`config.mk`:
```
export PLATFORM = sky130hd
export DESIGN_NAME = prism_aux_engine
export DESIGN_NICKNAME = d
export VERILOG_FILES = /design/src/rtl/prism_aux_engine.sv
export SDC_FILE = /design/constraint.sdc
export NUM_CORES = 1
export LEC_CHECK = 0
export ABC_AREA = 1
export CAP_MARGIN = 10
export CORE_UTILIZATION = 56
export DETAILED_ROUTE_END_ITERATION = 10
export GPL_TIMING_DRIVEN = 0
export PLACE_DENSITY = 0.78
export RECOVER_POWER = 50
export SYNTH_ARGS = -nofsm -noshare
export SYNTH_HDL_FRONTEND = slang
export SYNTH_SLANG_ARGS = --single-unit
```
`constraint.sdc`:
```
create_clock -name clk -period 4.6 [get_ports clk]
set_clock_uncertainty 0.2 [all_clocks]
set_input_delay 0.92 -clock clk [delete_from_list [all_inputs] [get_ports clk]]
set_output_delay 0.92 -clock clk [all_outputs]
set_load 0.02 [all_outputs]
```
`src/rtl/prism_aux_engine.sv`:
```
// Auxiliary resources for the PRISM controller: countdown counters, an event counter with compare,
// a serial shift register and a sticky W1C status register with IRQ masking, all on the TinyQV bus.
module prism_aux_engine #(
    parameter int SHIFT_W = 8,
    parameter int CNT_W   = 24,
    parameter int NUM_CNT = 2,
    parameter int EVT_W   = 4
) (
    input  logic               clk,
    input  logic               rst,
    input  logic [5:0]         addr,
    input  logic [31:0]        wdata,
    input  logic               wr,
    output logic [31:0]        rdata,
    input  logic               enable,
    input  logic               halt,
    input  logic [NUM_CNT-1:0] ctl_load,
    input  logic [NUM_CNT-1:0] ctl_dec,
    input  logic               ctl_shift,
    input  logic               ctl_evt_clr,
    input  logic               ctl_evt_inc,
    input  logic [3:0]         ser_in,
    output logic               shift_bit,
    output logic [NUM_CNT-1:0] cnt_zero,
    output logic               cnt0_msb,
    output logic               evt_match,
    output logic               irq
);

    logic               go;
    logic               dir;
    logic [1:0]         sin_sel;
    logic               chain0;
    logic [3:0]         cnt_irq_en;
    logic               evt_irq_en;
    logic [SHIFT_W-1:0] sr;
    logic [SHIFT_W-1:0] sr_shifted;
    logic               sin_bit;
    logic [EVT_W-1:0]   evt_cmp;
    logic [EVT_W-1:0]   evt_cnt;
    logic               evt_match_q;
    logic [4:0]         status;
    logic [4:0]         status_set;
    logic [4:0]         status_clr;
    logic [CNT_W-1:0]   preload [NUM_CNT];
    logic [CNT_W-1:0]   cnt     [NUM_CNT];
    logic               unused_wdata;

    assign go           = enable && !halt;
    assign sin_bit      = ser_in[sin_sel];
    assign evt_match    = (evt_cnt == evt_cmp);
    assign shift_bit    = dir ? sr[0] : sr[SHIFT_W-1];
    assign cnt0_msb     = cnt[0][CNT_W-1];
    assign irq          = |(status & {evt_irq_en, cnt_irq_en});
    assign status_clr   = (wr && addr == 6'h0C) ? wdata[4:0] : 5'b0;
    assign unused_wdata = ^wdata;

    generate
        if (SHIFT_W == 1) begin : g_sr1
            assign sr_shifted = sin_bit;
        end else begin : g_srn
            assign sr_shifted = dir ? {sin_bit, sr[SHIFT_W-1:1]} : {sr[SHIFT_W-2:0], sin_bit};
        end
    endgenerate

    always_ff @(posedge clk) begin
        if (rst) begin
            dir        <= 1'b0;
            sin_sel    <= 2'b0;
            chain0     <= 1'b0;
            cnt_irq_en <= 4'b0;
            evt_irq_en <= 1'b0;
        end else if (wr && addr == 6'h00) begin
            dir        <= wdata[0];
            sin_sel    <= wdata[2:1];
            chain0     <= wdata[3];
            cnt_irq_en <= wdata[19:16];
            evt_irq_en <= wdata[20];
        end
    end

    // A bus write to SHIFT wins over a PRISM shift request in the same cycle.
    always_ff @(posedge clk) begin
        if (rst) begin
            sr <= '0;
        end else if (wr && addr == 6'h04) begin
            sr <= wdata[SHIFT_W-1:0];
        end else if (go && ctl_shift) begin
            sr <= sr_shifted;
        end
    end

    // Counter 0 doubles as a left-shifter when chained to the shift strobe and otherwise idle.
    always_ff @(posedge clk) begin
        if (rst) begin
            for (int i = 0; i < NUM_CNT; i++) begin
                preload[i] <= '0;
                cnt[i]     <= '0;
            end
        end else begin
            for (int i = 0; i < NUM_CNT; i++) begin
                if (wr && addr == 6'(16 + 4 * i)) begin
                    preload[i] <= wdata[CNT_W-1:0];
                end
                if (go && ctl_load[i] && !ctl_dec[i]) begin
                    cnt[i] <= preload[i];
                end else if (go && ctl_dec[i] && !ctl_load[i]) begin
                    if (cnt[i] != '0) begin
                        cnt[i] <= cnt[i] - CNT_W'(1);
                    end
                end else if (i == 0 && go && chain0 && ctl_shift && !ctl_load[i] && !ctl_dec[i]) begin
                    cnt[i] <= cnt[i] << 1;
                end
            end
        end
    end

    always_ff @(posedge clk) begin
        if (rst) begin
            evt_cmp     <= '0;
            evt_cnt     <= '0;
            evt_match_q <= 1'b1;
        end else begin
            if (wr && addr == 6'h08) begin
                evt_cmp <= wdata[EVT_W-1:0];
            end
            if (go && ctl_evt_clr && !ctl_evt_inc) begin
                evt_cnt <= '0;
            end else if (go && ctl_evt_inc && !ctl_evt_clr) begin
                evt_cnt <= evt_cnt + EVT_W'(1);
            end
            evt_match_q <= evt_match;
        end
    end

    // Only a real 1->0 decrement counts as a zero hit; loading zero does not.
    always_comb begin
        status_set = '0;
        for (int i = 0; i < NUM_CNT; i++) begin
            status_set[i] = go && ctl_dec[i] && !ctl_load[i] && (cnt[i] == CNT_W'(1));
        end
        status_set[4] = evt_match && !evt_match_q;
    end

    always_ff @(posedge clk) begin
        if (rst) begin
            status <= '0;
        end else begin
            status <= (status & ~status_clr) | status_set;
        end
    end

    always_comb begin
        cnt_zero = '0;
        for (int i = 0; i < NUM_CNT; i++) begin
            cnt_zero[i] = (cnt[i] == '0);
        end
    end

    always_comb begin
        rdata = '0;
        case (addr)
            6'h00: rdata = {11'b0, evt_irq_en, cnt_irq_en, 12'b0, chain0, sin_sel, dir};
            6'h04: rdata[SHIFT_W-1:0] = sr;
            6'h08: begin
                rdata[EVT_W-1:0]  = evt_cmp;
                rdata[16 +: EVT_W] = evt_cnt;
            end
            6'h0C: rdata[4:0] = status;
            default: begin
                for (int i = 0; i < NUM_CNT; i++) begin
                    if (addr == 6'(16 + 4 * i)) begin
                        rdata[CNT_W-1:0] = cnt[i];
                    end
                end
            end
        endcase
    end

endmodule

```
Word-level counts from Yosys, hierarchy flattened
Memories as Yosys holds them, arrays and structs flattened.
Cells that the tools add are included.
{"block": "totals", "elab_cells": 134, "ram_bits": 96, "n_memories": 2, "inputBits": 54, "reg_bits": 31}
{"block": "op_classes", "addsub": 3, "bitwise": 11, "reduce_logical": 48, "n_lt_le_gt_ge": 1, "eq_ne": 8, "n_mux": 51}
{"name": "cnt", "depth": 2, "word_bits": 24, "rd": 2, "rd_clocked_by_memory_dff": 0, "write_ports": 2, "line": "46", "source": "logic [CNT_W-1:0] cnt [NUM_CNT];"}
{"name": "preload", "depth": 2, "word_bits": 24, "rd": 2, "rd_clocked_by_memory_dff": 0, "write_ports": 2, "line": "45", "source": "logic [CNT_W-1:0] preload [NUM_CNT];"}
{"op": "2-to-1 mux 24 bit", "n": 9}
{"op": "== test 24 x 1 -> 1 bit (second input constant)", "n": 2}
{"op": "zero test 24 bit", "n": 2}
{"op": "nonzero test 24 bit", "n": 2}
{"op": "subtractor 24 x 1 -> 24 bit (second input constant)", "n": 2}
{"op": "2-to-1 mux 8 bit", "n": 4}
{"op": "2-to-1 mux 1 bit", "n": 31}
{"op": "logical AND 1 bit", "n": 27}
{"op": "case mux 4 bit (4 select lines)", "n": 1}
{"op": "== test 6 x 4 -> 1 bit (second input constant)", "n": 2}
{"op": "== test 6 x 5 -> 1 bit (second input constant)", "n": 2}
{"op": "case mux 4 bit (3 select lines)", "n": 1}
{"op": "bitwise AND 5 bit", "n": 2}
{"op": "zero test 1 bit", "n": 8}
{"op": "case mux 4 bit (2 select lines)", "n": 1}
{"op": "OR 1 bit", "n": 7}
{"op": "== test 6 x 3 -> 1 bit (second input constant)", "n": 1}
{"op": "zero test 6 bit", "n": 1}
{"op": "case mux 3 bit (2 select lines)", "n": 1}
{"op": "OR reduction 2 bit", "n": 3}
{"op": "OR reduction 3 bit", "n": 2}
{"op": "2-to-1 mux 5 bit", "n": 1}
{"op": "NOT 5 bit", "n": 1}
{"op": "OR 5 bit", "n": 1}
{"op": "8 further kinds", "n": 8}

Longest topological paths before layout
Gate-level depths: netlist (run 1).
{"block": "logic_depth", "ltp_word": 12, "depth_mapped": 12, "ltp_nobuf": 11}

Worst setup path after synthesis (run 1)
OpenSTA, ideal clock, no wires.
{"block": "synth_timing", "kind": "input port to flip-flop", "startpoint": "input addr[1]", "endpoint": "memory preload[1][0] (netlist: preload[0][24]) (enable)", "arrival_time_ns": 3.391, "path_stages": 6, "setup_ns": 0.438, "n_path_buf": 1, "path_slack_ns": 0.571, "path_cell_list": "nor2_2 nand2_1 nor2_2 nand2_1 clkbuf_1 o21ai_0"}
{"element": "start: declaration", "line": "11", "source": "input logic [5:0] addr,"}
{"element": "end: declaration", "line": "45"}

Final worst setup path (run 1)
{"block": "layout_timing", "startpoint": "input addr[1]", "endpoint": "output rdata[7]"}
{"block": "layout_via", "elab_chain_len": 4}
{"element": "== test 6 x 5 -> 1 bit", "line": "172", "source": "if (addr == 6'(16 + 4 * i)) begin"}
{"element": "2-to-1 mux 24 bit (2 in series)", "line": "172"}
{"element": "case mux 3 bit (2 select lines) (*)", "line": "162", "source": "case (addr)"}
{"element": "end: declaration", "line": "14", "source": "output logic [31:0] rdata,"}
Every way passes the cells marked *; elsewhere a longest branch is shown, timed or not.

==> results of run 1 <==
-- repair_timing --
action / CTS / global route
endpoints found under the setup margin: 0 / 2
endpoints found under the hold margin: 0 / 0
buffers inserted: 0 / 0
resized for setup: 0 / 2
-- power by group through the flow --
stage	clock (mW)	combinational [mW]	sequential, mW
3_3_place_gp	0	0.283	1.36
3_5_place_dp	0	0.289	1.36
4_1_cts	1.32	0.291	1.34
6_report	1.32	0.293	1.34
5_1_grt	1.37	0.323	1.34
2_1_floorplan	0	0.182	1.34
-- per-layer routing --
layer	vias to the layer above	wire, µm	part of all wire	global-route usage
li1	3255	-	-	-
met1	3249	9010	0.39	0.469
met4	0	752	0.033	0.144
met3	67	2540	0.11	0.0917
met5	-	0	0	0
met2	440	10600	0.46	0.562
-- through the flow --
stage | cell area [µm²] | power (mW) | hold slack [ns] | std cells | setup slack, ns
3_3_place_gp | 8430 | 1.64 | 0.286 | 1169 | -1.17
6_report | 8970 | 2.95 | 0.310 | 1203 | 0.167
3_5_place_dp | 8460 | 1.65 | 0.295 | 1170 | 0.177
5_1_grt | 8970 | 3.04 | 0.333 | 1203 | 0.00839
2_1_floorplan | 7460 | 1.52 | 0.263 | 922 | 0.571
4_1_cts | 9030 | 2.95 | 0.306 | 1201 | 0.150
-- worst max path at each step --
stage               slack, ns             end  startpoint  cells after the start
floorplan                0.57  preload[0][24]     addr[1]                      6
global placement        -1.17  preload[0][12]     addr[4]                      6
detailed placement       0.18        rdata[8]     addr[3]                      7
CTS                      0.15        rdata[8]     addr[3]                      7
global route            0.008       rdata[10]     addr[1]                      8
finish                   0.17        rdata[7]     addr[1]                     10
-- layout by cell type, fill, tap and decap left out, types with 10 or more instances in the layout --
master | synthesis | routed
nand3_1 | 55 | 57
clkbuf_1 | 11 | 20
o22ai_1 | 12 | 12
nand4_1 | 11 | 11
clkbuf_16 | 0 | 17
clkdlybuf4s50_1 | 0 | 69
dfxtp_1 | 31 | 31
a21oi_1 | 42 | 42
nand2_1 | 171 | 172
o21ai_0 | 54 | 69
buf_4 | 10 | 10
nor2_1 | 142 | 145
nand3_2 | 12 | 11
xor2_1 | 31 | 31
inv_1 | 118 | 120
edfxtp_1 | 96 | 96
-- critical path, cell delays in order --
cell and delay [ns]:
clkdlybuf4s50_1 0.41, nor2_2 0.21, nand2_1 0.09, nor2_2 0.15, nand2_1 0.20, inv_2 0.13
buf_2 0.26, nand2_1 0.16, o221ai_1 0.11, clkdlybuf4s50_1 0.65
-- area by class of cell --
cell class / instances / area share
sequential: 127 / 0.391
multi-input combinational: 634 / 0.355
timing repair buffer: 78 / 0.0887
inverter: 123 / 0.0518
clock buffer: 18 / 0.0478
buffer: 38 / 0.0268
tap: 172 / 0.0240
clock inverter: 13 / 0.0158
-- kinds of logic (layout without fill, tap and decap cells) --
kind of cell	after synthesis	count (layout)	synth area share
buf+inv	161	270	0.0995
other cells	1	8	0.000504
xor+xnor	33	33	0.0389
compound gates	162	162	0.127
flops	127	127	0.471
fa+ha+maj	6	6	0.0101
simple gates	425	425	0.253
-- registers in the layout, indices dropped and copies added, names as in the netlist --
register     count
chain0           1
evt_match_q      1
dir              1
evt_cmp          4
preload         48
cnt_irq_en       4
evt_irq_en       1
sr               8
cnt             48
status           5
evt_cnt          4
sin_sel          2
==> flow_summary_export.csv, run 1 <==
group,metric,value,unit
layout,nets,1079,
layout,layout-drive-gt1-share,0.0815,
yosys,synth_top_area_frac,0.388,
critical_path,arrival,3.31,ns
route,post_drt_wl_per_cell,19.1,µm
sta,setup_viol,0,
global_routing,grt_pass1_vias,6467,
layout,multi_input_comb_area,0.00318,mm²
yosys,yosys_warnings,0,
cts,hold_buffers,0,
pwr,p_leak,3.68,nW
critical_path,r2r_start,"cnt[0][0]",
critical_path,critPathLaunchType,"input port",
route,wl,22900,µm
global_routing,overflow,0,
critical_path,rrSetupSlack,1.52,ns
pwr,clkPwrFrac,0.448,
placement,gp_congestion,0.953,
cts,cts_max_level,4,
yosys,post-synth-top-count-cell,"nand2_1",
worst_hold_path,hold_depth,2,
sta,finalSetupTns,0,ns
yosys,yosys.area.top_type,"edfxtp_1",
pwr,ir_drop,0.000289,V
yosys,ys.flop_type,"edfxtp_1",
layout,antennaDiodeCount,0,
worst_hold_path,min_from,"status[3]",
floorplanning,dieArea,0.0137,mm²
yosys,async_flop_share,0,
pwr,powerDensity,329,mW/mm²
pwr,p_sw_frac,0.258,
outcome,status,"complete, no violations",
floorplanning,start_util,0.582,
route,vias_per_cell,5.83,
cts,cts_tree,"built",
cts,cts_buffers,17,
sta,period_minus_slack,4.43,ns
critical_path,cp_max_fo,10,
critical_path,critPathKind,"input port to primary output",
route,ant_nets,0,
sta,fin_crit_sh,0.964,
pwr,p_int,2.19,mW
cts,clkTransAtPathRegs,0.06,ns
critical_path,worst_r2r_path_depth,9,
pwr,p_sw,763,µW
sta,finalHoldViolations,0,
cts,clk_latency,0.43,ns
sta,finalMaxSlewViolations,0,
cts,clk_path_buf_depth,2,
floorplanning,fp-row-count,41,
sta,fmax,226,MHz
critical_path,timing.rr.end,"cnt[0][1]",
floorplanning,core_area,0.0128,mm²
placement,hpwl,16800,µm
yosys,synth.yosys.seq_area_share,0.471,
route,vias,7011,
floorplanning,fp.dieW,117,µm
sta,worst_pin_slew,0.953,ns
yosys,ys_types,47,
layout,fillers,1025,
pwr,pwr-share-comb,0.099,
global_routing,grt_pass1_wl,35100,µm
yosys,synthCells,915,
sta,rsz0062_at_grt,"false",
critical_path,critPathCaptureType,"primary output",
pwr,p_seq_frac,0.453,
yosys,synth_common_cells,"nand2_1, nor2_1, inv_1",
placement,port_buffers,75,
floorplanning,ios,92,
yosys,synth_edf_count,96,
yosys,synth.avg_cell_area,8.13,µm²
floorplanning,die_h,117,µm
worst_hold_path,hp-class,"flop to flop",
sta,slew_headroom,0.362,
global_routing,grt_max_degree,25,
yosys,synth_area,0.00743,mm²
global_routing,grt_use_total,0.356,
run,drv_cap,0,
global_routing,antenna_found_initial,0,
route,drcViolationCount,0,
worst_hold_path,min_to,"status[3]",
yosys,synth_area_leaders,"edfxtp_1, nand2_1, dfxtp_1",
layout,syn_to_final_growth,20.6,%
yosys,ys_ff_latch,127,
layout,fin_util,0.702,
route,drt_iter0_drc,1025,
cts,clkSinkCount,127,
critical_path,crit_required,3.48,ns
cts,root_buffer,"clkbuf_16",
route,dr.pass1.iters,6,
layout,seq_area,0.00350,mm²
No activity file was read; power rests on OpenSTA's default activity.
==> run 2: changes to the inputs <==
- clock period: 4.6 -> 4.4 ns (I/O delays scaled with it)
==> flow_summary_export.csv, run 2 (synthesis results as in run 1) <==
group,metric,value,unit
outcome,status,"finished, violations left",
outcome,violations,"capacitance limit, slew limit",
layout,antennaDiodeCount,0,
critical_path,arrival,3.15,ns
cts,hold_buffers,0,
sta,period_minus_slack,4.23,ns
route,dr.pass1.iters,5,
placement,port_buffers,75,
global_routing,grt_pass1_vias,6467,
floorplanning,core_area,0.0128,mm²
cts,post-cts-setup-buffers,0,
cts,cts_tree,"built",
global_routing,grt_max_degree,25,
sta,finalMaxSlewViolations,25,
cts,root_buffer,"clkbuf_16",
layout,final_cell_mix,"nand2_1, nor2_1, inv_1",
cts,ctsResizeCount,0,
sta,slew_headroom,-0.00377,
floorplanning,die_h,117,µm
critical_path,critPathLaunchType,"input port",
cts,cts_buffers,17,
layout,top_regs,"cnt: 48 flops, preload: 48 flops, sr: 8 flops",
layout,stdcell_count,1202,
critical_path,cp_max_fo,13,
pwr,powerDensity,345,mW/mm²
route,post_drt_wl_per_cell,19.1,µm
floorplanning,ios,92,
global_routing,antenna_found_initial,0,
layout,final_common_cell,"nand2_1",
cts,clkTransAtPathRegs,0.06,ns
layout,nets,1078,
sta,worst_pin_slew,1.51,ns
run,drv_cap,1,
sta,fin_crit_sh,0.961,
cts,clk_path_buf_depth,2,
route,drt_iter0_drc,1054,
route,wl,22900,µm
critical_path,critPathKind,"input port to primary output",
placement,hpwl,16800,µm
worst_hold_path,hp-class,"flop to flop",
sta,fmax,237,MHz
route,vias_per_cell,5.80,
pwr,p_leak,3.75,nW
cts,cts_max_level,4,
cts,clkSinkCount,127,
placement,dp_cells,1170,
route,drcViolationCount,0,
sta,finalSetupTns,0,ns
global_routing,grt_use_total,0.356,
sta,rsz0062_at_grt,"false",
global_routing,grt_pass1_wl,35100,µm
floorplanning,start_util,0.582,
route,ant_nets,0,
placement,gp_congestion,0.953,
layout,syn_to_final_growth,20.6,%
cts,clk_latency,0.43,ns
global_routing,overflow,0,
floorplanning,fp.dieW,117,µm
critical_path,crit_required,3.32,ns
pwr,ir_drop,0.000302,V
critical_path,critPathCaptureType,"primary output",
sta,setup_viol,0,
layout,layout-drive-gt1-share,0.0806,
sta,finalHoldViolations,0,
floorplanning,fp-row-count,41,
route,vias,6976,
layout,fillers,1026,
floorplanning,dieArea,0.0137,mm²
==> run 2: cell types whose count changed in the layout (fill, tap and decap cells not counted), sizes merged <==
cell and delta:
clkbuf -1, clkdlybuf4s50 -2, dlygate4sd3 -2, dlymetal6s2s +4
==> run 2: power by group <==
group / internal [mW] / switching [mW]
Sequential: 1.35 / 0.0507
Clock: 0.830 / 0.556
Combinational: 0.113 / 0.193
==> run 2: per-layer routing <==
| layer | GRT usage | vias to the layer above | routed length [µm] | share of wire |
|---|---|---|---|---|
| li1 | - | 3248 | - | - |
| met1 | 0.469 | 3235 | 9000 | 0.39 |
| met2 | 0.562 | 428 | 10600 | 0.46 |
| met3 | 0.0917 | 65 | 2580 | 0.11 |
| met4 | 0.144 | 0 | 783 | 0.034 |
| met5 | 0 | - | 0 | 0 |
==> run 2: area by class of cell <==
type                    instances  area (µm²)  area share
clock inverters                13         141      0.0158
clock buffers                  18         429      0.0479
repair buffers                 78         806      0.0899
plain buffers                  37         238      0.0265
multi-input cells             634        3170       0.354
flip-flops and latches        127        3500       0.391
well taps                     172         215      0.0240
inverters                     123         464      0.0518
==> run 2: worst max-delay path, stage by stage <==
cell,delay (ns)
clkdlybuf4s50_1,0.44
nor2_4,0.17
nand2_1,0.08
nor2_2,0.15
nand2_1,0.20
inv_2,0.29
a22oi_1,0.15
o2111ai_1,0.13
clkdlybuf4s50_1,0.65
==> run 2: final timing paths <==
check         endpoint  cells past startpoint       from  slack (ns)
min          status[3]                      2  status[3]        0.31
max reg2reg  cnt[0][2]                      9  cnt[0][0]        1.31
min reg2reg  status[3]                      2  status[3]        0.31
max           rdata[2]                      9    addr[1]        0.17
==> run 2: per-stage QoR <==
stage / power (mW) / util / cell area, µm² / hold slack [ns] / setup WS (ns)
6_report: 3.09 / 0.702 / 8970 / 0.309 / 0.174
5_1_grt: 3.17 / 0.702 / 8970 / 0.333 / 0.0592
3_5_place_dp: 1.72 / 0.662 / 8460 / 0.295 / 0.0569
3_3_place_gp: 1.72 / 0.660 / 8430 / 0.286 / -1.33
2_1_floorplan: 1.59 / - / 7460 / 0.263 / 0.411
4_1_cts: 3.08 / 0.707 / 9030 / 0.306 / 0.0295
